**config.mk**
```make
export PLATFORM = sky130hd
export DESIGN_NAME = tlc_phase_ctrl
export DESIGN_NICKNAME = d
export VERILOG_FILES = /design/src/rtl/tlc_pkg.sv /design/src/rtl/tlc_sec_timer.sv /design/src/rtl/tlc_phase_ctrl.sv
export SDC_FILE = /design/constraint.sdc
export NUM_CORES = 1
export LEC_CHECK = 0
export CORE_MARGIN = 1.5
export CORE_UTILIZATION = 45
export CTS_CLUSTER_SIZE = 24
export DETAILED_ROUTE_END_ITERATION = 7
export GPL_TIMING_DRIVEN = 1
export PLACE_DENSITY_LB_ADDON = 0.25
export RECOVER_POWER = 100
export SKIP_CTS_REPAIR_TIMING = 1
export SYNTH_ARGS = -nofsm -noshare
export SYNTH_HDL_FRONTEND = slang
export SYNTH_HIERARCHICAL = 1
export SYNTH_SLANG_ARGS = --single-unit
```
**constraint.sdc**
```tcl
create_clock -name clk -period 7.8 [get_ports clk]
set_input_delay 0.78 -clock clk [delete_from_list [all_inputs] [get_ports clk]]
set_output_delay 0.78 -clock clk [all_outputs]
set_load 0.05 [all_outputs]
```
**src/rtl/tlc_pkg.sv**
```systemverilog
`default_nettype none
// ============================================================================
//  Module      : tlc_pkg
//  Description : Shared definitions for the traffic-light phase controller:
//                3-bit phase encodings, per-head lamp vectors {r,y,g} and a
//                width helper for the timer counters.
//  Revision    : 1.0 - initial release
// ============================================================================
package tlc_pkg;

    // Phase encodings, also exported on the debug 'phase' port
    localparam logic [2:0] c_MAIN_GREEN  = 3'd0;
    localparam logic [2:0] c_MAIN_YELLOW = 3'd1;
    localparam logic [2:0] c_ALL_RED_1   = 3'd2;
    localparam logic [2:0] c_SIDE_GREEN  = 3'd3;
    localparam logic [2:0] c_SIDE_YELLOW = 3'd4;
    localparam logic [2:0] c_ALL_RED_2   = 3'd5;
    localparam logic [2:0] c_NIGHT       = 3'd6;

    // Lamp vectors for one signal head, ordered {r, y, g}
    localparam logic [2:0] c_LAMP_OFF = 3'b000;
    localparam logic [2:0] c_LAMP_R   = 3'b100;
    localparam logic [2:0] c_LAMP_Y   = 3'b010;
    localparam logic [2:0] c_LAMP_G   = 3'b001;

    // clog2 that never returns zero, so a count of 1 still gets a 1-bit register
    function automatic int tlc_width(input int n);
        return (n <= 1) ? 1 : $clog2(n);
    endfunction

endpackage : tlc_pkg
`default_nettype wire

```
**src/rtl/tlc_sec_timer.sv**
```systemverilog
`default_nettype none
// ============================================================================
//  Module      : tlc_sec_timer
//  Description : Prescaler plus seconds counter for one phase. Both counters
//                restart on 'clear'. 'expired' rises on the final cycle of a
//                'dur'-second interval and stays high until the next clear;
//                the counters freeze at that point instead of wrapping.
//  Ports       : clk     - clock
//                reset   - synchronous active-low reset
//                clear   - restart the interval (phase transition)
//                dur     - interval length in seconds (>= 1)
//                expired - final cycle of the interval reached
//  Revision    : 1.0 - initial release
// ============================================================================
module tlc_sec_timer
    import tlc_pkg::*;
#(
    parameter int TICKS_PER_SEC = 1000,
    parameter int SEC_W         = 4
)(
    input  logic             clk,
    input  logic             reset,
    input  logic             clear,
    input  logic [SEC_W-1:0] dur,
    output logic             expired
);

    localparam int               c_PRE_W    = tlc_width(TICKS_PER_SEC);
    localparam logic [c_PRE_W-1:0] c_PRE_LAST = c_PRE_W'(TICKS_PER_SEC - 1);

    logic [c_PRE_W-1:0] r_pre;
    logic [SEC_W-1:0]   r_sec;
    logic               w_done;
    logic               w_last;

    // r_sec reaches dur only after the final cycle has passed; from then on
    // the interval stays expired so late demand is still seen.
    assign w_done  = (r_sec >= dur);
    assign w_last  = (r_pre == c_PRE_LAST) && (r_sec == (dur - 1'b1));
    assign expired = w_done | w_last;

    always_ff @(posedge clk) begin
        if (!reset || clear) begin
            r_pre <= '0;
            r_sec <= '0;
        end else if (!w_done) begin
            if (r_pre == c_PRE_LAST) begin
                r_pre <= '0;
                r_sec <= r_sec + 1'b1;
            end else begin
                r_pre <= r_pre + 1'b1;
            end
        end
    end

endmodule : tlc_sec_timer
`default_nettype wire

```
**src/rtl/tlc_phase_ctrl.sv**
```systemverilog
`default_nettype none
// ============================================================================
//  Module      : tlc_phase_ctrl
//  Description : Traffic-light phase controller. Cycles main/side heads
//                through green, yellow and all-red, serves side-road and
//                pedestrian demand, and runs a flashing-yellow night mode by
//                enabling an external blinker and gating both yellows with it.
//  Config      : TLC_PED_REQ_EN - when defined, ped_req is latched into a
//                pending request served with a walk lamp during SIDE_GREEN;
//                when undefined ped_req is ignored and walk stays 0.
//  Ports       : clk, reset (sync active-low)
//                side_sensor, ped_req, night_mode, blink   - inputs
//                blink_en, main_r/y/g, side_r/y/g, walk     - lamp outputs
//                phase                                      - debug state
//  Revision    : 1.0 - initial release
// ============================================================================
module tlc_phase_ctrl
    import tlc_pkg::*;
#(
    parameter int TICKS_PER_SEC = 1000,
    parameter int GREEN_MAIN_S  = 10,
    parameter int GREEN_SIDE_S  = 5,
    parameter int YELLOW_S      = 3,
    parameter int ALL_RED_S     = 1
)(
    input  logic       clk,
    input  logic       reset,
    input  logic       side_sensor,
    input  logic       ped_req,
    input  logic       night_mode,
    input  logic       blink,
    output logic       blink_en,
    output logic       main_r,
    output logic       main_y,
    output logic       main_g,
    output logic       side_r,
    output logic       side_y,
    output logic       side_g,
    output logic       walk,
    output logic [2:0] phase
);

    localparam int c_MAX_AB = (GREEN_MAIN_S > GREEN_SIDE_S) ? GREEN_MAIN_S : GREEN_SIDE_S;
    localparam int c_MAX_CD = (YELLOW_S > ALL_RED_S) ? YELLOW_S : ALL_RED_S;
    localparam int c_MAX_S  = (c_MAX_AB > c_MAX_CD) ? c_MAX_AB : c_MAX_CD;
    localparam int c_SEC_W  = tlc_width(c_MAX_S + 1);

    localparam logic [c_SEC_W-1:0] c_DUR_MAIN_G = c_SEC_W'(GREEN_MAIN_S);
    localparam logic [c_SEC_W-1:0] c_DUR_SIDE_G = c_SEC_W'(GREEN_SIDE_S);
    localparam logic [c_SEC_W-1:0] c_DUR_YELLOW = c_SEC_W'(YELLOW_S);
    localparam logic [c_SEC_W-1:0] c_DUR_ALLRED = c_SEC_W'(ALL_RED_S);

    logic [2:0]         r_state;
    logic [2:0]         w_next;
    logic [c_SEC_W-1:0] w_dur;
    logic               w_clear;
    logic               w_expired;
    logic               w_demand;
    logic               w_ped_pending;
    logic [2:0]         w_main_lamps;
    logic [2:0]         w_side_lamps;
    logic               w_blink_en;

    // ------------------------------------------------------------------
    // Phase timer
    // ------------------------------------------------------------------
    always_comb begin
        w_dur = c_DUR_ALLRED;
        case (r_state)
            c_MAIN_GREEN:  w_dur = c_DUR_MAIN_G;
            c_MAIN_YELLOW: w_dur = c_DUR_YELLOW;
            c_SIDE_GREEN:  w_dur = c_DUR_SIDE_G;
            c_SIDE_YELLOW: w_dur = c_DUR_YELLOW;
            default:       w_dur = c_DUR_ALLRED;
        endcase
    end

    // Timers restart whenever the phase changes
    assign w_clear = (w_next != r_state);

    tlc_sec_timer #(
        .TICKS_PER_SEC (TICKS_PER_SEC),
        .SEC_W         (c_SEC_W)
    ) u_sec_timer (
        .clk     (clk),
        .reset   (reset),
        .clear   (w_clear),
        .dur     (w_dur),
        .expired (w_expired)
    );

    // ------------------------------------------------------------------
    // Pedestrian request
    // ------------------------------------------------------------------
`ifdef TLC_PED_REQ_EN
    logic r_ped_pending;
    logic r_ped_hold;   // request seen during the current walk, kept for the next side phase

    always_ff @(posedge clk) begin
        if (!reset) begin
            r_ped_pending <= 1'b0;
            r_ped_hold    <= 1'b0;
        end else if ((w_next == c_NIGHT) || (r_state == c_NIGHT)) begin
            r_ped_pending <= 1'b0;
            r_ped_hold    <= 1'b0;
        end else if (r_state == c_SIDE_GREEN) begin
            if (w_next != c_SIDE_GREEN) begin
                r_ped_pending <= r_ped_hold | ped_req;
                r_ped_hold    <= 1'b0;
            end else if (ped_req) begin
                r_ped_hold <= 1'b1;
            end
        end else if (ped_req) begin
            r_ped_pending <= 1'b1;
        end
    end

    assign w_ped_pending = r_ped_pending;
`else
    logic w_unused_ped;
    assign w_unused_ped  = ped_req;
    assign w_ped_pending = 1'b0;
`endif

    assign w_demand = side_sensor | w_ped_pending | night_mode;

    // ------------------------------------------------------------------
    // Phase FSM
    // ------------------------------------------------------------------
    always_ff @(posedge clk) begin
        if (!reset) begin
            r_state <= c_ALL_RED_2;
        end else begin
            r_state <= w_next;
        end
    end

    always_comb begin
        w_next = r_state;
        case (r_state)
            c_MAIN_GREEN:  if (w_expired && w_demand) w_next = c_MAIN_YELLOW;
            c_MAIN_YELLOW: if (w_expired) w_next = c_ALL_RED_1;
            c_ALL_RED_1:   if (w_expired) w_next = night_mode ? c_NIGHT : c_SIDE_GREEN;
            c_SIDE_GREEN:  if (w_expired) w_next = c_SIDE_YELLOW;
            c_SIDE_YELLOW: if (w_expired) w_next = c_ALL_RED_2;
            c_ALL_RED_2:   if (w_expired) w_next = night_mode ? c_NIGHT : c_MAIN_GREEN;
            c_NIGHT:       if (!night_mode) w_next = c_ALL_RED_2;
            default:       w_next = c_ALL_RED_2;
        endcase
    end

    // ------------------------------------------------------------------
    // Moore output decode
    // ------------------------------------------------------------------
    always_comb begin
        w_main_lamps = c_LAMP_R;
        w_side_lamps = c_LAMP_R;
        w_blink_en   = 1'b0;
        case (r_state)
            c_MAIN_GREEN:  w_main_lamps = c_LAMP_G;
            c_MAIN_YELLOW: w_main_lamps = c_LAMP_Y;
            c_SIDE_GREEN:  w_side_lamps = c_LAMP_G;
            c_SIDE_YELLOW: w_side_lamps = c_LAMP_Y;
            c_NIGHT: begin
                // Yellows follow the external blinker; reds and greens dark
                w_main_lamps = blink ? c_LAMP_Y : c_LAMP_OFF;
                w_side_lamps = blink ? c_LAMP_Y : c_LAMP_OFF;
                w_blink_en   = 1'b1;
            end
            default: begin
                w_main_lamps = c_LAMP_R;
                w_side_lamps = c_LAMP_R;
            end
        endcase
    end

    assign {main_r, main_y, main_g} = w_main_lamps;
    assign {side_r, side_y, side_g} = w_side_lamps;
    assign blink_en = w_blink_en;
    assign walk     = (r_state == c_SIDE_GREEN) & w_ped_pending;
    assign phase    = r_state;

endmodule : tlc_phase_ctrl
`default_nettype wire

```
==> results.md, run 1 <==
- CP Max Fanout: 14
- Worst min path class: flip-flop to flip-flop
- Gr ovfl total: 0
- PD cells: approximately 110 nW/um^2
- Die Width: 55.3 microns
- Switch Pwr: 0.0363 mW
- Clock power share: 0.330
- ANT cells: 0
- Status: finished, final reports clean
- Internal Pwr Total: 0.112 mW
- Avg Inst Size Synth: 8.20 sq um
- Tot GR Track Use: 0.179
- IO Pins: 17
- Die H: 55.3 microns
- CTS buffer count: 3
- WP data required: 8.00 ns
- Gate Count Post-Synth: 150
- Drt wl/cell: ~14 microns
- Worst slew pin tran: 1.24 ns
- Arrival time at the worst endpoint: around 4 ns
- Clk_lat worst skew: 0.29 ns
- Syn_nets: between 150 and 200
- Final setup violation count: 0
- Vias in the first global route: 1017
- Post-route DRC violation count: 0
- Nets: 172
- Post-synthesis sequential area ratio: 0.277
- Sw Share: 0.245
- First-pass GRT wire length: 4530 microns
- Post-route minimum period: 3.80 ns
- Root Driver: clkbuf_4
- CTS sink count: 17
- P&R area growth vs syn: 9.87%
- Initial core utilization: 0.488
- P_leak: 0.507 nW
- Post-route ant nets: 0
- RSZ-0062 raised after global routing: no
- Iter 0 DRT Violations: 38
- Startpoint Class: flip-flop
- Final GP Congestion: 0.791
- Post-DP HPWL: ~1900 microns
- Final wirelength: approximately 2700 microns
- Fin crit share: 0.487
- Core area: 2520 sq um
- H-tree depth: 1
- Tot Pwr: 0.148 mW
- TritonRoute pass-1 iters: 4
- Combinational share of power: 0.064
- Sequential Power Share: 0.606
- Peak VDD IR: 0.0792 mV
- Post-Syn Area: 1230 sq um
- Post-route cell area: approximately 1400 sq um
- CTS Buffer Depth: 2
- Peak Freq: 0.263 GHz
- Final core occ: 0.536
- Via count: 1147
- Yosys warning count: 6
- Yosys reg bits: 17
- Fin. Hold Viols: 0
- Critical path endpoint category: flip-flop
- CTS tree: done
- DIE AREA: between 3000 and 4000 sq um
- Rel. slew slack: 0.169
- Largest net degree at the start of global routing: 28
- Number of port buffers: 14
- Layout cells sized above 1: 0.0570
- Post-synth cell types: between 40 and 50
- Max Slew Vio Count: 0
- Setup TNS: 0 ns
- Routed vias/inst: 6.10
- Dpl cell area: 1340 sq um
- Max-Cap Viols: 0
- Crit Path Class: flip-flop to flip-flop
- Layout Skew: 0.000395 ns
- Site Rows: 18
- Initial antenna violation count: 0
- Clk slew on worst S/H paths: 0.11 ns
-- final cells by class --
cell class                      count  area, sq um
Clock buffer                        3         22.5
Clock inverter                      1         5.00
Fill cell                         249         1170
Inverter                           10         37.5
Multi-Input combinational cell    113          768
Sequential cell                    17          340
Tap cell                           30         37.5
Timing Repair Buffer               14          140
-- cell usage after synthesis (all sizes together) --
cell,number,share of area
nand4,3,0.015
nor3b,1,0.0061
o21a,1,0.0061
nand2b,4,0.020
nor2b,1,0.0051
and4,1,0.0081
or3,2,0.010
mux2i,1,0.0081
nand4b,2,0.014
nor2,5,0.015
or4,10,0.061
xnor2,3,0.021
o21ba,1,0.0081
a211oi,3,0.018
o41ai,2,0.014
dfxtp,17,0.28
o31ai,11,0.078
a22o,2,0.022
and3,4,0.021
nand3b,2,0.012
nor3,1,0.0041
inv,10,0.031
xor2,3,0.021
buf,7,0.048
ha,7,0.071
nand3,6,0.024
a221oi,1,0.0071
clkbuf,3,0.0092
and2,1,0.0051
nand2,9,0.027
nor4,1,0.0051
a21oi,19,0.077
o21ai,3,0.012
or2,1,0.0051
conb,1,0.0030
a21o,1,0.0061
-- cell usage in the layout, fill, tap and decap left out, types with 5 or more instances in the layout --
master,count
ha_1,7
or4_1,10
nand3_1,6
inv_1,10
a21oi_1,19
dfxtp_1,17
o31ai_1,11
nand2_1,9
nor2_1,5
dlygate4sd3_1,10
-- power by group through the flow --
stage,Combinational [mW],Sequential (mW),Clock (mW)
final,0.00944,0.0897,0.0488
after global routing,0.0105,0.0901,0.0548
after CTS,0.00975,0.0897,0.0516
after detailed placement,0.00973,0.0916,0
after global placement,0.00939,0.0916,0
after floorplan,0.00642,0.0913,0
-- layer usage --
layer	vias to the layer above	routed length, microns	GRT usage
met2	14	1310	0.287
met3	4	55	0.0281
met5	-	0	0
met1	548	1320	0.245
met4	0	25	0.0592
li1	581	-	-
-- sequential cells by signal, summed over array words and instances, names as in the netlist --
name / flops
u_sec_timer/r_pre: 10
u_sec_timer/r_sec: 4
phase: 3
-- critical path, stage by stage, from the launching register on --
cell	delay, ns
dfxtp_1	0.59
nor2_1	0.13
nand2_1	0.16
inv_1	0.06
ha_1	0.20
xor2_1	0.15
xnor2_1	0.18
nand2_1	0.08
o41ai_1	1.01
a21oi_1	0.15
a211oi_1	0.31
nor2b_1	0.12
o31ai_1	0.32
o21ba_1	0.25
-- final timing paths --
| path | start | end | slack [ns] | depth (start not counted) |
|---|---|---|---|---|
| hold / removal | u_sec_timer/r_pre[8] | u_sec_timer/r_pre[8] | 0.49 | 2 |
| setup reg to reg | phase[1] | u_sec_timer/r_pre[1] | 4.00 | 13 |
| setup / recovery | phase[1] | u_sec_timer/r_pre[1] | 4.00 | 13 |
| hold reg to reg | u_sec_timer/r_pre[8] | u_sec_timer/r_pre[8] | 0.49 | 2 |
-- metrics by stage --
stage               hold slack, ns  cells  setup WS (ns)
global route                 0.529    188           3.71
floorplan                    0.452    150           3.61
finish                       0.491    188           4.00
detailed placement           0.471    184           4.26
global placement             0.460    184           4.37
CTS                          0.489    188           4.24
-- logic make-up after synthesis --
family	synth area share
compound gates	0.250
xor+xnor	0.0427
fa+ha+maj	0.0712
buf+inv	0.0875
flops	0.277
mux	0.00814
other cells	0.00305
simple gates	0.260
No activity file was read; power rests on OpenSTA's default activity.
==> run 2, diff against run 1 <==
Clock period 7.8 ns to 3.3 ns, I/O delays scaled along.
==> results.md, run 2 (synthesis results as in run 1) <==
- H-tree depth: 1
- Site Rows: 18
- Clk_lat worst skew: 0.29 ns
- IO Pins: 17
- PD cells: 244 nW/um^2
- CTS buffer count: 3
- Fin crit share: 0.902
- Worst min path class: flip-flop to flip-flop
- Vias in the first global route: 1015
- Place WS: approximately 0.38 ns
- Status: finished, final reports clean
- Max-Cap Viols: 0
- Post-route ant nets: 0
- Largest register FFs: 10
- Post-DP HPWL: approximately 1900 microns
- Post-route cell area: 1420 sq um
- Core area: about 2500 sq um
- Initial antenna violation count: 0
- Layout cells sized above 1: 0.126
- Clk slew on worst S/H paths: 0.11 ns
- Met1 GRT Util: 0.234
- Post-route minimum period: 2.98 ns
- Gr ovfl total: 0
- Dpl cell area: 1410 sq um
- TritonRoute pass-1 iters: 4
- Fin worst setup slack: 0.323 ns
- Met3 GRT Util: 0.0492
- CP Max Fanout: 26
- Max Slew Vio Count: 0
- Most used routing layer: met2
- Initial core utilization: 0.488
- CTS Buffer Depth: 2
- Via count: ~1100
- Final core occ: 0.564
- Die Width: about 55 microns
- Most flop-heavy register: u_sec_timer/r_pre
- P_leak: 0.513 nW
- Nets: 173
- Number of port buffers: 14
- DIE AREA: 3060 sq um
- Crit Path Class: flip-flop to flip-flop
- Largest net degree at the start of global routing: 27
- Worst hold slack: about 0.50 ns
- Final GP Congestion: 0.752
- Peak VDD IR: 0.305 mV
- WP data required: 3.55 ns
- CTS tree: done
- Rel. slew slack: 0.513
- Filler Cells Inserted: 258
- Leading cell type in the layout, fill and taps excluded: a21oi_1
- Routed vias/inst: 6.05
- Iter 0 DRT Violations: 24
- Setup TNS: 0 ns
- ANT cells: 0
- P&R area growth vs syn: 15.7%
- Most frequent cells in the layout: a21oi_1 (19), dfxtp_1 (14), or4_1 (10), dlygate4sd3_1 (10), o31ai_1 (10)
- Die H: 55.3 microns
- Final setup violation count: 0
- Drt wl/cell: 13.8 microns
- Arrival time at the worst endpoint: around 3.2 ns
- Peak Freq: roughly 0.34 GHz
- Root Driver: clkbuf_4
- Layout Skew: 0.00617 ns
- First-pass GRT wire length: about 4500 microns
- CTS sink count: 17
- Post-route DRC violation count: 0
- Fin. Hold Viols: 0
- Met2 Usage GRT: 0.296
- Worst slew pin tran: 0.726 ns
- Final wirelength: 2600 microns
- Tot GR Track Use: 0.177
- RSZ-0062 raised after global routing: no
- Startpoint Class: flip-flop
- Critical path endpoint category: flip-flop
run 2: layout make-up:
type                       count  area (sq um)  share of cell area
multi-input combinational    113           817               0.574
sequential                    17           352               0.247
timing repair buffer          15           148               0.104
inverter                      10          38.8              0.0273
tap                           30          37.5              0.0264
clock buffer                   3          22.5              0.0158
clock inverter                 1          7.51             0.00528
run 2: worst paths after layout:
path | cells past startpoint | start | slack (ns) | end
setup / recovery | 14 | phase[2] | 0.32 | u_sec_timer/r_pre[1]
hold reg to reg | 2 | u_sec_timer/r_pre[8] | 0.50 | u_sec_timer/r_pre[8]
setup reg to reg | 14 | phase[2] | 0.32 | u_sec_timer/r_pre[1]
hold / removal | 2 | u_sec_timer/r_pre[8] | 0.50 | u_sec_timer/r_pre[8]
run 2: worst max-delay path: stages, from the launching register on:
cell and delay (ns):
dfxtp_4 0.41, nor2_4 0.13, nand2_1 0.13, clkinvlp_2 0.14, inv_1 0.06, ha_1 0.33
and3_1 0.18, a22o_4 0.36, nor2_4 0.13, o41ai_4 0.12, a21oi_1 0.15, a211oi_1 0.08
nor2b_1 0.23, o31ai_2 0.22, o21ba_1 0.26
run 2: stage by stage:
stage               cells  power [mW]
floorplan             150       0.228
finish                189       0.346
global placement      185       0.236
global route          189       0.369
CTS                   189       0.353
detailed placement    185       0.237
run 2: power by group:
group	internal, mW	switching (mW)
registers	0.206	0.00377
logic	0.0107	0.0115
clock network	0.0461	0.0686
run 2: layer usage:
metal	routed length, microns	part of all wire
met1	1220	0.47
met2	1270	0.49
met3	113	0.043
met4	0	0
met5	0	0
==> run 3, diff against run 2 <==
Settings changed: CAP_MARGIN set to 20, CORE_ASPECT_RATIO set to 1.5, SETUP_SLACK_MARGIN set to 0.3.
==> results.md, run 3 (synthesis results as in run 1) <==
- WP buf/inv: 0
- CTS tree: done
- ANT cells: 0
- Dpl cell area: approximately 1400 sq um
- P&R area growth vs syn: 19.6%
- Post-DP HPWL: slightly below 2000 microns
- Die Width: approximately 46 microns
- Drt wl/cell: 13.7 microns
- Gr ovfl total: 0
- Vias in the first global route: 1016
- Most flop-heavy register: u_sec_timer/r_pre
- Crit-path cells: nor2_4 > nand2_2 > ha_1 > nand2b_1 > a22o_4 > nor2_4 > o41ai_4 > a21oi_1 > a211oi_1 > nor2b_1 > o31ai_2 > o21ba_1
- Rel. slew slack: 0.511
- Startpoint Class: flip-flop
- Fin worst setup slack: 0.389 ns
- RSZ-0062 raised after global routing: no
- Place WS: 0.336 ns
- Worst min path class: flip-flop to flip-flop
- WP data required: 3.50 ns
- Crit path max-delay cell type: dfxtp_4
- Final GP Congestion: 0.747
- PD cells: ~260 nW/um^2
- Status: finished, final reports clean
- P_leak: 0.522 nW
- Core area: around 2600 sq um
- Tot Pwr: 0.387 mW
- Initial core utilization: 0.465
- Largest net degree at the start of global routing: 28
- Arrival time at the worst endpoint: 3.12 ns
- Crit-path leading delay family: compound AO/OA/AOI/OAI gates
- Largest register FFs: 10
- Most common cell on crit path: nor2_4
- Max-Cap Viols: 0
- First-pass GRT wire length: 4410 microns
- Final wirelength: 2690 microns
- Most frequent cells in the layout: a21oi_1 (19), dfxtp_1 (14), or4_1 (10), dlygate4sd3_1 (10), o31ai_1 (10)
- Layout cells sized above 1: 0.151
- Post-route DRC violation count: 0
- Layout Skew: 0.00166 ns
- Setup TNS: 0 ns
- Worst slew pin tran: 0.730 ns
- Tot GR Track Use: 0.194
- Nets: 173
- H-tree depth: 1
- Initial antenna violation count: 0
- Post-route ant nets: 0
- Root Driver: clkbuf_8
- IO Pins: 17
- Crit Path Class: flip-flop to flip-flop
- Max Slew Vio Count: 0
- Iter 0 DRT Violations: 34
- TritonRoute pass-1 iters: 4
- CTS Buffer Depth: 2
- Peak Freq: 0.343 GHz
- CTS buffer count: 3
- Crit-path max cell delay: around 0.4 ns
- Die H: approximately 67 microns
- Fin crit share: 0.882
- Routed vias/inst: 5.82
- Site Rows: 23
- DIE AREA: 3060 sq um
- Number of port buffers: 14
- Post-route minimum period: roughly 2.9 ns
- CP Max Fanout: 26
- Clk_lat worst skew: 0.25 ns
- CTS sink count: 17
- Post-route cell area: 1470 sq um
- Clk slew on worst S/H paths: 0.06 ns
- Via count: approximately 1100
- Critical path endpoint category: flip-flop
- Final setup violation count: 0
- Leading cell type in the layout, fill and taps excluded: a21oi_1
- Worst hold slack: 0.495 ns
- Fin. Hold Viols: 0
- Peak VDD IR: 0.228 mV
-- run 3: changes by cell type in the layout (fill, tap and decap cells not counted), moves of 2 or more --
| cell | change |
|---|---|
| clkbuf_4 | -3 |
| clkbuf_8 | +3 |
| inv_1 | -2 |
| inv_2 | +2 |
-- run 3: worst paths after layout --
kind	start	depth (start not counted)	slack, ns	endpoint
max reg2reg	phase[2]	12	0.39	u_sec_timer/r_pre[1]
min	u_sec_timer/r_pre[4]	2	0.49	u_sec_timer/r_pre[4]
max	phase[2]	12	0.39	u_sec_timer/r_pre[1]
min reg2reg	u_sec_timer/r_pre[4]	2	0.49	u_sec_timer/r_pre[4]
-- run 3: worst register-to-register path: cells and delay by family, from the launching register on --
| kind | cells | cell delay [ns] |
|---|---|---|
| adders and majority gates | 1 | 0.36 |
| AOI/OAI and AO/OA | 6 | 1.22 |
| and+or+nand+nor | 5 | 0.88 |
| DFF | 1 | 0.39 |
-- run 3: stage by stage --
step / utilization / std cells
after detailed placement: 0.540 / 191
after global placement: 0.540 / 191
final: 0.556 / 196
after CTS: 0.558 / 195
after global routing: 0.556 / 196
after floorplan: - / 150
-- run 3: per-layer routing --
layer	routed length (microns)	track usage	part of all wire
met4	39	0.114	0.014
met5	0	0	0
met3	62	0.0163	0.023
met1	1190	0.217	0.44
met2	1400	0.340	0.52
-- run 3: power breakdown --
group | switching, mW | total, mW | internal [mW]
clock network | 0.0706 | 0.154 | 0.0839
registers | 0.00386 | 0.210 | 0.206
logic | 0.0116 | 0.0224 | 0.0108
-- run 3: layout make-up --
type	count	area, sq um
fill	251	1180
multi-input combinational	113	842
clock buffer	3	41.3
inverter	10	41.3
tap	37	46.3
clock inverter	1	5.00
timing repair buffer	15	144
sequential	17	352
